`config.mk`:
```
export PLATFORM = sky130hd
export DESIGN_NAME = accelerator_vector_streamer
export DESIGN_NICKNAME = d
export VERILOG_FILES = /design/src/rtl/accelerator_vector_streamer.sv
export SDC_FILE = /design/constraint.sdc
export NUM_CORES = 2
export LEC_CHECK = 0
export ABC_CLOCK_PERIOD_IN_PS = 13100
export BUFFER_PORTS_ARGS = -buffer_cell sky130_fd_sc_hd__buf_4
export CORE_MARGIN = 2
export CORE_UTILIZATION = 30
export DETAILED_ROUTE_END_ITERATION = 6
export GPL_ROUTABILITY_DRIVEN = 1
export PLACE_DENSITY = 0.52
export SYNTH_ARGS = -nofsm -noshare
export SYNTH_HDL_FRONTEND = slang
export SYNTH_SLANG_ARGS = --single-unit
```
`constraint.sdc`:
```
create_clock -name CLK -period 13.1 [get_ports CLK]
set_input_delay 1.31 -clock CLK [delete_from_list [all_inputs] [get_ports CLK]]
set_output_delay 1.31 -clock CLK [all_outputs]
set_load 0.03 [all_outputs]
```
`src/rtl/accelerator_vector_streamer.sv`:
```
// Operand feeder for the dot-product stage: buffers vectors A and B, then
// streams (A[i], B[i]) pairs one per consumer request with a one-cycle strobe.
module accelerator_vector_streamer #(
  parameter int DATA_SIZE    = 64,
  parameter int ADDRESS_SIZE = 4
) (
  input  logic                  CLK,
  input  logic                  RST,
  input  logic                  WRITE_A_ENABLE,
  input  logic                  WRITE_B_ENABLE,
  input  logic [DATA_SIZE-1:0]  WRITE_DATA,
  output logic [ADDRESS_SIZE:0] COUNT_A,
  output logic [ADDRESS_SIZE:0] COUNT_B,
  input  logic                  START,
  input  logic [DATA_SIZE-1:0]  LENGTH_IN,
  output logic                  READY,
  output logic                  ERROR,
  input  logic                  NEXT,
  output logic [DATA_SIZE-1:0]  DATA_A_OUT,
  output logic [DATA_SIZE-1:0]  DATA_B_OUT,
  output logic                  DATA_OUT_ENABLE,
  output logic                  LAST
);
  localparam int DEPTH = 2 ** ADDRESS_SIZE;
  localparam int CW    = ADDRESS_SIZE + 1;

  typedef enum logic [1:0] {IDLE, ISSUE, WAIT_NEXT, DONE} state_t;

  state_t              state_q, state_d;
  logic [CW-1:0]       count_a_q, count_a_d, count_b_q, count_b_d;
  logic [CW-1:0]       index_q, index_d, length_q, length_d;
  logic [DATA_SIZE-1:0] data_a_q, data_a_d, data_b_q, data_b_d;
  logic                enable_q, enable_d, last_q, last_d;
  logic                ready_q, ready_d, error_q, error_d;

  logic [DATA_SIZE-1:0] mem_a [DEPTH];
  logic [DATA_SIZE-1:0] mem_b [DEPTH];
  logic                 wr_a, wr_b;
  logic [CW-1:0]        min_cnt;
  logic                 len_ok;

  // The full 64-bit length is compared so stray upper bits cause a reject.
  always_comb begin
    min_cnt = (count_a_q < count_b_q) ? count_a_q : count_b_q;
    len_ok  = (LENGTH_IN != '0) && (LENGTH_IN <= DATA_SIZE'(min_cnt));
  end

  // Next-state and registered-output computation for the streaming FSM.
  always_comb begin
    state_d   = state_q;
    count_a_d = count_a_q;
    count_b_d = count_b_q;
    index_d   = index_q;
    length_d  = length_q;
    data_a_d  = data_a_q;
    data_b_d  = data_b_q;
    enable_d  = 1'b0;
    last_d    = 1'b0;
    ready_d   = 1'b0;
    error_d   = 1'b0;
    wr_a      = 1'b0;
    wr_b      = 1'b0;
    case (state_q)
      IDLE: begin
        if (START && len_ok) begin
          length_d = LENGTH_IN[CW-1:0];
          index_d  = '0;
          state_d  = ISSUE;
        end else begin
          if (START) begin
            ready_d = 1'b1;
            error_d = 1'b1;
          end
          if (WRITE_A_ENABLE && (count_a_q < CW'(DEPTH))) begin
            wr_a      = 1'b1;
            count_a_d = count_a_q + CW'(1);
          end
          if (WRITE_B_ENABLE && (count_b_q < CW'(DEPTH))) begin
            wr_b      = 1'b1;
            count_b_d = count_b_q + CW'(1);
          end
        end
      end
      ISSUE: begin
        data_a_d = mem_a[index_q[ADDRESS_SIZE-1:0]];
        data_b_d = mem_b[index_q[ADDRESS_SIZE-1:0]];
        enable_d = 1'b1;
        last_d   = (index_q == length_q - CW'(1));
        state_d  = WAIT_NEXT;
      end
      WAIT_NEXT: begin
        // A request that overlaps the strobe cycle is not a new request.
        if (NEXT && !enable_q) begin
          if (index_q == length_q - CW'(1)) begin
            ready_d   = 1'b1;
            count_a_d = '0;
            count_b_d = '0;
            state_d   = DONE;
          end else begin
            index_d = index_q + CW'(1);
            state_d = ISSUE;
          end
        end
      end
      DONE:    state_d = IDLE;
      default: state_d = IDLE;
    endcase
  end

  // State and output registers; reset wins over everything.
  always_ff @(posedge CLK) begin
    if (RST) begin
      state_q   <= IDLE;
      count_a_q <= '0;
      count_b_q <= '0;
      index_q   <= '0;
      length_q  <= '0;
      data_a_q  <= '0;
      data_b_q  <= '0;
      enable_q  <= 1'b0;
      last_q    <= 1'b0;
      ready_q   <= 1'b0;
      error_q   <= 1'b0;
    end else begin
      state_q   <= state_d;
      count_a_q <= count_a_d;
      count_b_q <= count_b_d;
      index_q   <= index_d;
      length_q  <= length_d;
      data_a_q  <= data_a_d;
      data_b_q  <= data_b_d;
      enable_q  <= enable_d;
      last_q    <= last_d;
      ready_q   <= ready_d;
      error_q   <= error_d;
    end
  end

  // Operand storage; contents survive reset, only the counts are cleared.
  always_ff @(posedge CLK) begin
    if (!RST && wr_a) mem_a[count_a_q[ADDRESS_SIZE-1:0]] <= WRITE_DATA;
    if (!RST && wr_b) mem_b[count_b_q[ADDRESS_SIZE-1:0]] <= WRITE_DATA;
  end

  assign COUNT_A         = count_a_q;
  assign COUNT_B         = count_b_q;
  assign DATA_A_OUT      = data_a_q;
  assign DATA_B_OUT      = data_b_q;
  assign DATA_OUT_ENABLE = enable_q;
  assign LAST            = last_q;
  assign READY           = ready_q;
  assign ERROR           = error_q;
endmodule
```
==> metrics.csv <==
metric;value;unit
yosysUniqueCellTypes;45;
synthFlopType;edfxtp_1;
clk_pin_slew_worst_paths;0.06;ns
path_max_fanout;39;
ys_seq_area_share;77.8;%
viasPerCell;4.84;
post-cts-setup-buffer-count;0;
fin_cells;7942;
first_global_vias;39800;
slew_viol_final;0;
fin_crit_sh;43.5;%
cts_tree;built;
detail_route.wl_per_cell;27.7;microns
fin_tns_setup;0;ns
drc;0;
via_count;38500;
ys_warn_count;0;
cp.required;13.58;ns
slew_headroom;19.5;%
path_class;flop to flop;
irDropWorstVdd;0.0983;mV
ys_seq_elements;2202;
fillers;25500;
min_path_type;flop to flop;
numCtsBuffers;222;
die_h;530;microns
end_kind;flop;
final_nets;4187;
antenna_found_initial;27;
area_delta_synth_final;16.8;%
syn_avg_cell_area;22.6;sq um
clock_latency;0.87;ns
port_buffers;275;
drive_gt1_share;31.9;%
setup_viol;0;
synth.cell_area;0.0830;sq mm
power_leakage;29.1;nW
initial_core_util;30.1;%
grt_max_degree;160;
multiInputGateArea;0.0177;sq mm
cp.arrival;6.18;ns
dr.max_layer_used;met5;
drt-total-wl;220000;microns
clock_sinks;2202;
firstDrtPassIters;5;
wl_met3;13000;microns
drt_iter0_markers;3614;
maxCapViolations;0;
outcome;finished, final reports clean;
syn_nets;3817;
postCtsHoldBufs;0;
dp_cells;7515;
fmax;175;MHz
grt_pass1_wl;309000;microns
grt_setup_unrepaired;false;
cts_resized;0;
regArea;0.0646;sq mm
gp_congestion;0.725;
dieArea;0.281;sq mm
power_density;148;mW/mm^2
dr_wl_met2;105000;microns
coreArea;0.276;sq mm
cts-root-buf;clkbuf_16;
final_hold_viol_count;0;
cts_buffer_depth;3;
overflow;0;
fin_crit;5.70;ns
synth_edf_count;2048;
dp_hpwl;130000;microns
htree_levels;4;
drtAntennaViolNets;0;
die_w;530;microns
wl_met1;96200;microns
skew;0.0541;ns
cp-start-kind;flop;
async_flop_share;0;%
num_io_pins;276;
grt_use_total;15.5;%
synthCells;3664;
tightestPinTransition;1.21;ns
rows;193;
[layout make-up]
class / count / area share (%)
Inverter: 15 / 0.0581
Timing Repair Buffer: 343 / 2.73
Tap cell: 3705 / 4.78
Multi-Input combinational cell: 1250 / 18.3
Antenna cell: 5 / 0.0129
Clock buffer: 286 / 6.13
Sequential cell: 2202 / 66.7
Clock inverter: 136 / 1.38
[worst max-delay path, cell delays in order, from the launching register on]
cell and delay [ns]:
dfxtp_1 0.45, inv_1 0.14, ha_1 0.28, a21boi_0 0.12
o21ai_0 0.20, a21boi_0 0.11, o21ai_0 0.18, nand2b_1 0.24
mux2i_1 0.19, ha_1 0.31, nor2b_1 0.14, o211ai_1 0.14
a31o_4 0.27, nand4_2 0.41, nand2_1 0.39, nor2_4 0.93
buf_4 0.72
[state kept, by name (all words and copies together), names as in the netlist]
signal,count
state_q,2
DATA_OUT_ENABLE,1
mem_a,1024
READY,1
ERROR,1
DATA_A_OUT,64
mem_b,1024
COUNT_B,5
DATA_B_OUT,64
LAST,1
length_q,5
COUNT_A,5
index_q,5
[final timing paths]
check	startpoint	endpoint	slack, ns	cells past startpoint
max	COUNT_B[1]$_SDFFE_PP0P_	mem_b[15][52]$_DFFE_PP_	7.40	16
min	DATA_B_OUT[7]$_SDFFE_PP0P_	DATA_B_OUT[7]$_SDFFE_PP0P_	0.45	2
max reg2reg	COUNT_B[1]$_SDFFE_PP0P_	mem_b[15][52]$_DFFE_PP_	7.40	16
min reg2reg	DATA_B_OUT[7]$_SDFFE_PP0P_	DATA_B_OUT[7]$_SDFFE_PP0P_	0.45	2
[cells in the mapped netlist, types with 2 or more instances]
library cell	n	share of area, %
edfxtp_1	2048	74
mux4_2	640	17
nand2_1	277	1.3
dfxtp_1	154	3.7
a21oi_1	135	0.81
clkbuf_1	108	0.49
nor2_1	58	0.26
buf_2	42	0.25
buf_4	25	0.23
buf_1	19	0.086
ha_1	19	0.29
inv_1	15	0.068
nor4_1	15	0.11
nand4_1	10	0.075
nor2b_1	10	0.075
mux2i_1	9	0.11
nand3_1	9	0.054
o21ai_0	8	0.048
nor3_1	7	0.042
and2_1	5	0.038
nand2b_1	5	0.038
o31ai_1	4	0.036
xnor2_1	4	0.042
buf_6	3	0.041
o211ai_1	3	0.027
o22ai_1	3	0.023
xor2_1	3	0.032
a21boi_0	2	0.018
a22oi_1	2	0.018
and3_1	2	0.015
nand3b_1	2	0.018
o21a_1	2	0.018
or3_1	2	0.015
or4_1	2	0.018
or4b_1	2	0.024
[metrics by stage]
step           cell area [sq um]  util (%)  power, mW  hold WS, ns  setup slack [ns]
6_report                   96900      35.1       14.4        0.454              7.40
5_1_grt                    96900      35.1       14.8        0.475              7.05
4_1_cts                    96900      35.1       14.5        0.458              7.32
3_5_place_dp               89600      32.5       8.20        0.450              7.35
3_3_place_gp               89600      32.5       8.19        0.447              7.30
2_1_floorplan              83000         -       7.97        0.478              6.77
[kinds of logic (layout without fill, tap and decap cells)]
| family | count (synthesis) | count (layout) | share of synthesized area, % |
|---|---|---|---|
| muxes | 649 | 649 | 17.5 |
| adders and majority gates | 19 | 19 | 0.286 |
| and+or+nand+nor | 409 | 409 | 2.07 |
| AOI/OAI and AO/OA | 166 | 166 | 1.10 |
| other | 0 | 5 | 0 |
| buffers and inverters | 212 | 780 | 1.16 |
| DFF | 2202 | 2202 | 77.8 |
| xor gates and xnor gates | 7 | 7 | 0.0739 |
[cells in the final DEF (no fill, tap or decap), types with 5 or more instances in the layout]
cell,count
a21oi_1,135
and2_1,5
buf_12,5
buf_4,337
bufinv_16,20
clkbuf_1,50
clkbuf_16,222
clkbuf_8,14
clkinv_1,47
clkinv_2,41
clkinvlp_4,6
dfxtp_1,150
diode_2,5
edfxtp_1,2048
ha_1,19
inv_1,15
inv_16,6
inv_6,6
mux2i_1,9
mux4_2,640
nand2_1,277
nand3_1,9
nand4_1,10
nor2_1,25
nor2_4,33
nor2b_1,10
nor3_1,7
nor4_1,15
o21ai_0,8
[power breakdown]
part           leakage [nW]  internal, mW  switching (mW)
combinational          5.82        0.0781           0.224
clock                  3.55          3.60            2.73
sequential             19.7          7.72          0.0107
[layer usage]
layer | vias up | global-route usage (%)
li1 | 16100 | -
met1 | 21000 | 21.5
met2 | 1050 | 25.1
met3 | 277 | 2.96
met4 | 10 | 3.84
met5 | - | 0
Note: power is estimated with default switching activity, not from simulation.
